<file path="config.mk">
export PLATFORM = sky130hd
export DESIGN_NAME = segment_scan_flat
export DESIGN_NICKNAME = d
export VERILOG_FILES = /design/src/rtl/segment_scan_if.sv /design/src/rtl/segment_scan.sv /design/src/flat_wrapper.sv
export SDC_FILE = /design/constraint.sdc
export NUM_CORES = 1
export LEC_CHECK = 0
export CAP_MARGIN = 20
export CORE_UTILIZATION = 50
export DETAILED_ROUTE_END_ITERATION = 8
export PLACE_DENSITY = 0.72
export SKIP_CTS_REPAIR_TIMING = 1
export SLEW_MARGIN = 20
export SYNTH_ARGS = -nofsm -noshare
export SYNTH_HDL_FRONTEND = slang
export SYNTH_SLANG_ARGS = --single-unit
</file>
<file path="constraint.sdc">
create_clock -name clk -period 3.4 [get_ports clk]
set_input_delay 0.51 -clock clk [delete_from_list [all_inputs] [get_ports clk]]
set_output_delay 0.51 -clock clk [all_outputs]
set_load 0.05 [all_outputs]
</file>
<file path="src/rtl/segment_scan_if.sv">
// Load handshake for segment_scan: one value of DIGITS BCD nibbles offered
// with valid/ready.
//   load_valid  master -> slave  value offered
//   load_ready  slave  -> master controller can take a value
//   load_data   master -> slave  nibble k at [4k+3:4k], digit 0 rightmost
interface segment_scan_if #(
  parameter int DIGITS = 4
);
  logic                  load_valid;
  logic                  load_ready;
  logic [4*DIGITS-1:0]   load_data;

  modport master (output load_valid, output load_data, input load_ready);
  modport slave  (input load_valid, input load_data, output load_ready);
endinterface

</file>
<file path="src/rtl/segment_scan.sv">
// Time-multiplexed scan controller for a DIGITS-wide 7-segment display.
// Each digit slot lasts PRESCALE cycles; the first BLANK cycles keep all
// enables low to suppress ghosting. New values arrive over a valid/ready
// handshake into a pending register and are applied only at frame
// boundaries, so a frame never tears.
//
// Ports:
//   clk         system clock, rising edge
//   rst_n       synchronous reset, active-low
//   ld          segment_scan_if.slave load handshake
//   bcd         nibble for the shared segment decoder (registered)
//   digit_en    one-hot digit enable, active-high (registered)
//   scan_tick   pulse on the last cycle of each slot
//   frame_done  pulse on the last cycle of slot DIGITS-1
//
// Build option: define SEGMENT_SCAN_LZB_EN for leading-zero blanking.
// Digit k>0 stays dark when nibbles k..DIGITS-1 are all zero; digit 0 is
// always driven. Slot timing is unaffected.
//
// state   | meaning
// S_BLANK | dead time at the start of a slot, digit_en = 0
// S_DRIVE | current digit enabled
module segment_scan #(
  parameter int DIGITS   = 4,
  parameter int PRESCALE = 1000,
  parameter int BLANK    = 16
) (
  input  logic                clk,
  input  logic                rst_n,
  segment_scan_if.slave       ld,
  output logic [3:0]          bcd,
  output logic [DIGITS-1:0]   digit_en,
  output logic                scan_tick,
  output logic                frame_done
);

  localparam int CW = $clog2(PRESCALE);
  localparam int IW = $clog2(DIGITS);
  localparam int W  = 4 * DIGITS;

  localparam logic [CW-1:0] CNT_LAST  = CW'(PRESCALE - 1);
  localparam logic [CW-1:0] CNT_BLANK = CW'(BLANK);
  localparam logic [IW-1:0] IDX_LAST  = IW'(DIGITS - 1);

  typedef enum logic {S_BLANK, S_DRIVE} state_t;

  // cnt/idx name the slot position of the cycle the next edge will present,
  // so every output is a plain register of the values below.
  state_t             state;
  logic [CW-1:0]      cnt;
  logic [IW-1:0]      idx;
  logic [W-1:0]       disp;
  logic [W-1:0]       pend;
  logic               pend_full;

  logic               apply;
  logic               xfer;
  logic [W-1:0]       disp_nxt;
  logic [DIGITS-1:0]  show;
  logic [DIGITS-1:0]  en_sel;
`ifdef SEGMENT_SCAN_LZB_EN
  logic               acc;
`endif

  // frame_done is high during the last cycle of the frame, so the edge that
  // ends it is the frame boundary. bcd reads through disp_nxt so the new
  // value appears in the very first cycle of the next frame.
  assign apply    = frame_done && pend_full;
  assign xfer     = ld.load_valid && ld.load_ready;
  assign disp_nxt = apply ? pend : disp;

  always_comb begin
    show = '1;
`ifdef SEGMENT_SCAN_LZB_EN
    acc = 1'b0;
    for (int k = DIGITS - 1; k >= 0; k--) begin
      acc     = acc | (|disp_nxt[4*k +: 4]);
      show[k] = acc || (k == 0);
    end
`endif
  end

  assign en_sel = show[idx] ? (DIGITS'(1) << idx) : '0;

  always_ff @(posedge clk) begin
    if (!rst_n) begin
      state         <= S_BLANK;
      cnt           <= '0;
      idx           <= '0;
      disp          <= '0;
      pend          <= '0;
      pend_full     <= 1'b0;
      ld.load_ready <= 1'b1;
      bcd           <= '0;
      digit_en      <= '0;
      scan_tick     <= 1'b0;
      frame_done    <= 1'b0;
    end else begin
      case (state)
        S_BLANK: begin
          if (cnt >= CNT_BLANK) begin
            state    <= S_DRIVE;
            digit_en <= en_sel;
          end else begin
            digit_en <= '0;
          end
        end
        S_DRIVE: begin
          if (cnt == '0 && BLANK != 0) begin
            state    <= S_BLANK;
            digit_en <= '0;
          end else begin
            digit_en <= en_sel;
          end
        end
        default: begin
          state    <= S_BLANK;
          digit_en <= '0;
        end
      endcase

      bcd        <= disp_nxt[{idx, 2'b00} +: 4];
      scan_tick  <= (cnt == CNT_LAST);
      frame_done <= (cnt == CNT_LAST) && (idx == IDX_LAST);

      if (cnt == CNT_LAST) begin
        cnt <= '0;
        idx <= (idx == IDX_LAST) ? '0 : idx + 1'b1;
      end else begin
        cnt <= cnt + 1'b1;
      end

      // apply and xfer are exclusive: load_ready is low whenever pend_full.
      if (apply) begin
        disp          <= pend;
        pend_full     <= 1'b0;
        ld.load_ready <= 1'b1;
      end
      if (xfer) begin
        pend          <= ld.load_data;
        pend_full     <= 1'b1;
        ld.load_ready <= 1'b0;
      end
    end
  end

endmodule

</file>
<file path="src/flat_wrapper.sv">
// flat-port wrapper written by rule: the top's interface ports become plain ports
module segment_scan_flat 
#(
  parameter int DIGITS   = 4,
  parameter int PRESCALE = 1000,
  parameter int BLANK    = 16
)
  (clk, rst_n, bcd, digit_en, scan_tick, frame_done, ld_load_valid, ld_load_data, ld_load_ready);
  segment_scan_if #(.DIGITS(DIGITS)) ld_i ();
  input  logic clk;
  input  logic rst_n;
  output logic [3:0] bcd;
  output logic [DIGITS-1:0] digit_en;
  output logic scan_tick;
  output logic frame_done;
  input wire logic [$bits(ld_i.load_valid)-1:0] ld_load_valid;
  input wire logic [$bits(ld_i.load_data)-1:0] ld_load_data;
  output wire logic [$bits(ld_i.load_ready)-1:0] ld_load_ready;
  assign ld_i.load_valid = ld_load_valid;
  assign ld_i.load_data = ld_load_data;
  assign ld_load_ready = ld_i.load_ready;
  segment_scan #(.DIGITS(DIGITS), .PRESCALE(PRESCALE), .BLANK(BLANK)) u_core (.clk(clk), .rst_n(rst_n), .ld(ld_i), .bcd(bcd), .digit_en(digit_en), .scan_tick(scan_tick), .frame_done(frame_done));
endmodule
</file>
Word level (Yosys, flattened, before mapping)
Cells that the tools add are included.
- word-level logic and storage cells: 42
- output and inout port bits: 11
- bits in registers: 57
- input port bits: 19
- reductions and logical operators: 6
- add/sub/neg operators: 2
- $lt $le $gt $ge: 2
- multiplexer cells: 15
- eq/ne operators: 2
- bitwise operators: 2
- shift operators: 2
- operator list (cell ; count):
    $mux W16 ; 1
    $shiftx A16 B5 Y4 ; 1
    $mux W4 ; 3
    $add A10 B1 Y10 const B ; 1
    $eq A10 B10 Y1 const B ; 1
    $ge A10 B5 Y1 const B ; 1
    $logic_not A10 Y1 ; 1
    $pmux W4 S2 ; 1
    $mux W1 ; 7
    $shl A1 B2 Y4 const A ; 1
    $logic_and A1 B1 Y1 ; 3
    $lt A2 B3 Y1 const B ; 1
    $add A2 B1 Y2 const B ; 1
    $bmux W1 S2 ; 1
    $eq A2 B2 Y1 const B ; 1
    $mux W2 ; 1
    $not A1 Y1 ; 2
    $pmux W1 S2 ; 1
    $reduce_bool A2 Y1 ; 1
    $reduce_or A2 Y1 ; 1

Depth between registers and ports, before layout
Gate-level depths: netlist of the first run.
- depth in word-level cells: 5
- gate-level depth with buffers: 5
- gate-level depth less buffers: 5

Worst setup path after synthesis of the first run
No wires, ideal clock.
- path kind: flip-flop to flip-flop
- start: register u_core.frame_done
- end: register u_core.bcd[2]
- setup time: 0.116 ns
- data arrival time: 1.673 ns
- data required time: 3.284 ns
- period minus slack after synthesis: 1.790 ns
- path buffers: 1
- path slack: 1.610 ns
- cell stages (with the launch flop): 6
- path through: dfxtp_1 > nand2_1 > buf_4 > mux2i_1 > a22oi_1 > and4_1
- word-level cells in the longest chain between the ends: 3
- RTL lines (item ; RTL line ; text):
    from (decl) ; segment_scan.sv:34 ; output logic frame_done
    from (signal assigned) ; segment_scan.sv:124 ; frame_done <= (cnt == CNT_LAST) && (idx == IDX_LAST);
    $logic_and A1 B1 Y1 ; segment_scan.sv:68 ; assign apply = frame_done && pend_full;
    $mux W16 ; -- ;
    $shiftx A16 B5 Y4 ; segment_scan.sv:122 ; bcd <= disp_nxt[{idx, 2'b00} +: 4];
    to (signal assigned) ; segment_scan.sv:122 ;
    to (decl) ; segment_scan.sv:31 ; output logic [3:0] bcd,
Every way passes these cells.
A chain may end at the register's enable or synchronous reset.

Worst setup path in the final report of the first run
- start: register u_core.ld.load_ready
- end: output port ld_load_ready
- RTL lines (item ; RTL line ; text):
    from (decl) ; segment_scan_if.sv:14 ; modport slave (input load_valid, input load_data, output load_ready);
    from (signal assigned) ; segment_scan.sv:93 ; ld.load_ready <= 1'b1;
    from (signal assigned) ; segment_scan.sv:137 ; ld.load_ready <= 1'b1;
    from (signal assigned) ; segment_scan.sv:142 ; ld.load_ready <= 1'b0;
    to (decl) ; flat_wrapper.sv:18 ; output wire logic [$bits(ld_i.load_ready)-1:0] ld_load_ready;
No word-level cell between the ends.

==> results.txt, run 1 <==
Outcome -> completed
CP Class -> reg2out
Cell variety after synth -> 32
Avg Inst Size Synth -> 9.10 um2
Vias/cell -> 5.09
Total grt overflow -> 0
CTS Buf Count -> 9
Initial antenna violation count -> 0
Worst EP arrival -> 1.54 ns
Post-Syn Area -> 2190 um2
Placeable core region -> 4120 um2
Clk slew on worst S/H paths -> 0.06 ns
Slowest cell on the critical path -> clkdlybuf4s50_1
Vias in the first global route -> 1539
HPWL Detailed -> 2750 um
# port buffers -> 29
Clk_skew -> 0.00690 ns
Io pins -> 30
Die width -> 68.2 um
Reg2reg path depth -> 4
CP Launch Type -> flop
PnR worst setup slack -> 1.35 ns
Slew @ Worst Pin -> 0.883 ns
CTS Root Cell -> clkbuf_8
Die H -> 68.2 um
DIE AREA -> 4660 um2
Worst hold path class -> reg2reg
HP Start -> u_core.pend[0]
CP cell instances -> clkdlybuf4s50_1
CTS tree -> done
Synth Area in Simple Gates -> 0.220
PwrDens -> 495 nW/um2
Sw frac -> 0.226
Levels on crit path -> 1
Proportion of synthesized area in mux cells -> 0.0730
WHS Path Cells -> 2
Gr usage total -> 0.205
Drt pass-1 iters -> 4
Logic gate share of total power -> 0.061
Seq pwr share -> 0.529
Total Nets Final -> 295
Clock tree buffer depth -> 2
Max cap viols -> 0
Req. time, crit path -> 2.89 ns
Post-synthesis compound-gate area fraction -> 0.0987
Placed cell count -> 309
Global-route wire length before repair -> 6840 um
CTS Sinks -> 57
Final period util -> 0.602
WL/cell -> 12.6 um
Starting Density -> 0.533
Diode count -> 0
Antenna-violating nets left -> 0
Total negative setup slack -> 0 ns
Post-Route WL -> 4080 um
Setup WS pre-CTS -> 1.37 ns
Final setup fails -> 0
Setup crit start -> u_core.ld.load_ready
CP endpoint kind -> output pin
Sw Pwr -> 299 uW
Largest net degree at the start of global routing -> 28
Buf/Inv on CP -> 1
Via count -> 1655
CP peak stage delay -> 0.82 ns
Gate Count Post-Synth -> 241
Share of cells above drive strength 1 -> 0.0618
Slew HR -> 0.410
Largest family of logic cells by synthesized area -> simple AND/OR/NAND/NOR gates
Cell family with the largest share of critical-path delay -> buffers and inverters
Post-Layout Cell Count -> 325
Synth Register Bits -> 57
Gpl congestion -> 0.807
Max Fclk -> 489 MHz
Leak -> 1.16 nW
Max Slew Vio Count -> 0
RSZ-0062 raised after global routing -> no
XOR/XNOR share of the synthesized area -> 0.0200
Crit-path max FO -> 4
Yosys warning count -> 0
Critical R2R Launch -> u_core.frame_done
1st-iter DRT viols -> 108
Final Hold Vio Count -> 0
Int Power -> 1.03 mW
Clock power share -> 0.410
Adder-Cell Fraction of Synth Area -> 0.0342
Clk_lat worst skew -> 0.32 ns
Post-route DRC -> 0
Area growth syn-to-layout -> 22.1%
Post-synthesis sequential area ratio -> 0.520
Number of core rows -> 23
H-tree depth -> 3
Final min period -> 2.05 ns
Worst-case vdd ir drop -> 0.317 mV
Post-Syn Nets -> 266
metrics by stage:
step	power [mW]	instance area, um2	utilization	hold slack, ns
final	1.33	2680	0.651	0.457
after global routing	1.39	2680	0.651	0.481
after CTS	1.34	2680	0.651	0.457
after detailed placement	0.798	2500	0.609	0.448
after global placement	0.796	2500	0.609	0.443
after floorplan	0.760	2190	-	0.430
logic make-up (layout without fill, tap and decap cells):
kind of cell,Yosys count,in the layout
AND/OR/NAND/NOR,106,106
multiplexers,16,16
AO/OA/AOI/OAI,32,32
flip-flops,57,57
XOR/XNOR,5,5
buffers and inverters,19,53
adder cells (fa/ha/maj),6,6
power by group through the flow:
stage          sequential, mW  clock, mW  combinational (mW)
2_1_floorplan           0.717          0              0.0431
4_1_cts                 0.701      0.561              0.0823
5_1_grt                 0.703      0.599              0.0912
6_report                0.701      0.544              0.0811
3_3_place_gp            0.715          0              0.0811
3_5_place_dp            0.716          0              0.0823
state kept, by name, summed over array words and instances, names as in the netlist:
name	cells
u_core.pend_full	1
u_core.frame_done	1
u_core.cnt	10
u_core.bcd	4
u_core.idx	2
u_core.disp	16
u_core.scan_tick	1
u_core.state	1
u_core.pend	16
u_core.ld.load_ready	1
u_core.digit_en	4
placed cells by master (no fill, tap or decap), types with 9 or more instances in the layout:
cell,netlist,routed
mux2i_1,16,16
nand2_1,41,41
dfxtp_1,57,57
a21oi_1,9,9
nor2_1,32,32
clkdlybuf4s50_1,0,29
a21boi_0,12,12
nand3_1,10,10
clkbuf_8,0,11
Yosys cell counts, drive strengths merged:
library cell | n | area (um2)
a22oi | 4 | 30.0
ha | 6 | 75.1
a31oi | 1 | 6.26
dfxtp | 57 | 1140
nor3 | 2 | 10.0
buf | 3 | 15.0
nor2 | 32 | 120
or2 | 1 | 6.26
nand3 | 10 | 50.1
nand4 | 2 | 12.5
inv | 7 | 26.3
and3 | 2 | 12.5
a21boi | 12 | 90.1
o21ai | 3 | 15.0
o31ai | 1 | 7.51
mux2i | 16 | 160
nand3b | 1 | 7.51
nor3b | 1 | 7.51
a21oi | 9 | 45.0
xnor2 | 2 | 17.5
o41a | 1 | 11.3
or4 | 1 | 7.51
nand2b | 1 | 6.26
xor2 | 3 | 26.3
clkbuf | 9 | 33.8
nand2 | 41 | 154
and2 | 7 | 43.8
nand4b | 1 | 8.76
and4 | 4 | 35.0
o221a | 1 | 11.3
worst paths after layout:
kind / endpoint / slack, ns
setup reg to reg: u_core.bcd[0] / 1.60
hold / removal: u_core.pend[0] / 0.46
hold reg to reg: u_core.pend[0] / 0.46
setup / recovery: ld_load_ready / 1.35
per-layer routing:
metal / part of all wire / GRT usage / vias up
met5: 0 / 0 / -
met4: 0.015 / 0.125 / 0
met3: 0.031 / 0.0500 / 6
met2: 0.46 / 0.324 / 31
met1: 0.49 / 0.251 / 752
li1: - / - / 866
cell type report:
| cell class | instances | area, um2 |
|---|---|---|
| clock buffers | 13 | 159 |
| flip-flops and latches | 57 | 1140 |
| repair buffers | 30 | 298 |
| well taps | 50 | 62.6 |
| fillers | 361 | 1440 |
| multi-input cells | 165 | 977 |
| inverters | 7 | 26.3 |
| clock inverters | 3 | 15.0 |
worst register-to-register path: stages, from the launching register on:
cell and delay [ns]:
dfxtp_1 0.33, nand2_1 0.65, mux2i_1 0.37, a22oi_1 0.12, and4_1 0.22
Note: power is estimated with default switching activity, not from simulation.
==> run 2: changes to the inputs <==
--- a/config.mk
+++ b/config.mk
@@ -6,7 +6,7 @@
 export NUM_CORES = 1
 export LEC_CHECK = 0
 export CAP_MARGIN = 20
-export CORE_UTILIZATION = 50
+export CORE_UTILIZATION = 48
 export DETAILED_ROUTE_END_ITERATION = 8
 export PLACE_DENSITY = 0.72
 export SKIP_CTS_REPAIR_TIMING = 1
==> constraint.sdc (replaced) <==
create_clock -name clk -period 1.74 [get_ports clk]
set_input_delay 0.261 -clock clk [delete_from_list [all_inputs] [get_ports clk]]
set_output_delay 0.261 -clock clk [all_outputs]
set_load 0.05 [all_outputs]
==> results.txt, run 2 (same netlist as run 1, synthesis figures left out) <==
Slew @ Worst Pin -> 0.497 ns (-0.385 ns)
CP Class -> reg2out
Post-route DRC -> 0 (unchanged)
Top flop regs -> u_core.disp: 16 flops, u_core.pend: 16 flops, u_core.cnt: 10 flops
Drt pass-1 iters -> 4 (unchanged)
RSZ-0062 raised after global routing -> no
CTS Sinks -> 57 (unchanged)
PwrDens -> 943 nW/um2 (+90%)
Starting Density -> 0.500 (-0.0327)
Setup WS pre-CTS -> 0.0818 ns (-1.28 ns)
CP peak stage delay -> 0.79 ns (-0.03 ns)
Worst hold path class -> reg2reg
Max cap viols -> 0 (unchanged)
Placed cell count -> 321 (+3.9%)
Max Fclk -> 590 MHz
Worst EP arrival -> 1.43 ns (-0.11 ns)
H-tree depth -> 3 (unchanged)
Slew HR -> 0.667 (+0.257)
Commonest non-fill, non-tap cell in the layout -> dfxtp_1
Clk slew on worst S/H paths -> 0.06 ns (about the same)
Via count -> 1687 (+1.9%)
PnR worst setup slack -> 0.0443 ns (-1.31 ns)
Final setup fails -> 0 (unchanged)
Outcome -> completed
Most frequent cells in the layout -> 56 x dfxtp_1, 41 x nand2_1, 32 x nor2_1
DIE AREA -> 4840 um2 (+4.0%)
WHS Path Cells -> 2 (unchanged)
1st-iter DRT viols -> 101 (-6.5%)
CTS tree -> done
Post-Route WL -> 4220 um (+3.3%)
CTS Root Cell -> clkbuf_8
Worst-case vdd ir drop -> 0.573 mV (+80%)
Levels on crit path -> 1 (unchanged)
# port buffers -> 29 (unchanged)
Buf/Inv on CP -> 1 (unchanged)
Final Hold Vio Count -> 0 (unchanged)
CTS Buf Count -> 9 (unchanged)
Die width -> 69.6 um (+2.0%)
Total negative setup slack -> 0 ns (unchanged)
Vias/cell -> 5.01 (-1.7%)
HPWL Detailed -> 2980 um (+8.5%)
Total grt overflow -> 0 (unchanged)
Post-Layout Cell Count -> 337 (+3.7%)
Clock tree buffer depth -> 2 (unchanged)
Antenna-violating nets left -> 0 (unchanged)
Largest net degree at the start of global routing -> 22 (-21%)
Clk_skew -> 0.00826 ns (+0.00136 ns)
Slowest cell on the critical path -> clkdlybuf4s50_1
Gr usage total -> 0.196 (-0.00900)
Gpl congestion -> 0.753 (-6.8%)
Placeable core region -> 4380 um2 (+6.5%)
CP Launch Type -> flop
Clk_lat worst skew -> 0.33 ns (about the same)
Diode count -> 0 (unchanged)
Final period util -> 0.975
Total Nets Final -> 305 (+3.4%)
Vias in the first global route -> 1638 (+6.4%)
Max Slew Vio Count -> 0 (unchanged)
Reg2reg path depth -> 3 (-1)
FILL cells -> 395 (+9.4%)
Global-route wire length before repair -> 7330 um (+7.3%)
Final min period -> 1.70 ns
Io pins -> 30 (unchanged)
Die H -> 69.6 um (+2.0%)
Leak -> 1.21 nW (+4.6%)
Share of cells above drive strength 1 -> 0.109 (+0.0470)
Req. time, crit path -> 1.48 ns (-1.41 ns)
Initial antenna violation count -> 0 (unchanged)
Flop2flop setup slack -> 0.13 ns (-1.47 ns)
WL/cell -> 12.5 um (-0.42%)
Crit-path max FO -> 1 (-3)
CP cell instances -> clkdlybuf4s50_1
Number of core rows -> 24 (+4.3%)
CP endpoint kind -> output pin
Cell family with the largest share of critical-path delay -> buffers and inverters
Area growth syn-to-layout -> 25.7%
## run 2: cell count changes in the layout (fill, tap and decap cells not counted)
cell	delta
buf_4	+12
clkdlybuf4s50_1	-2
dfxtp_1	-1
dfxtp_2	+1
o21ai_1	-1
o21ai_2	+1
## run 2: layout make-up
type	count	area, um2	area share
sequential	57	1140	0.414
multi-input combinational	165	981	0.356
timing repair buffer	40	368	0.133
clock buffer	13	159	0.0576
tap	52	65.1	0.0236
inverter	7	26.3	0.00953
clock inverter	3	15.0	0.00545
## run 2: path summary, 6_finish.rpt
path	start	end
setup / recovery	u_core.digit_en[0]	digit_en[0]
hold / removal	u_core.pend[0]	u_core.pend[0]
setup reg to reg	u_core.cnt[5]	u_core.digit_en[3]
hold reg to reg	u_core.pend[0]	u_core.pend[0]
## run 2: stage by stage
| stage | cell area (um2) | hold slack, ns | util | total power, mW |
|---|---|---|---|---|
| after floorplan | 2190 | 0.397 | - | 1.49 |
| after global placement | 2580 | 0.439 | 0.588 | 1.57 |
| after detailed placement | 2580 | 0.452 | 0.588 | 1.57 |
| after CTS | 2750 | 0.462 | 0.628 | 2.63 |
| after global routing | 2760 | 0.475 | 0.629 | 2.71 |
| final | 2760 | 0.459 | 0.629 | 2.60 |
## run 2: per-layer routing
| metal | global-route usage | wire length [um] |
|---|---|---|
| met5 | 0 | 0 |
| met1 | 0.257 | 1990 |
| met4 | 0.116 | 76 |
| met3 | 0.0451 | 188 |
| met2 | 0.297 | 1960 |
## run 2: report_power, final
group / total [mW] / internal (mW) / switching [mW]
registers: 1.37 / 1.34 / 0.0253
clock network: 1.06 / 0.587 / 0.471
logic: 0.171 / 0.0842 / 0.0868
total: 2.60 / 2.02 / 0.583
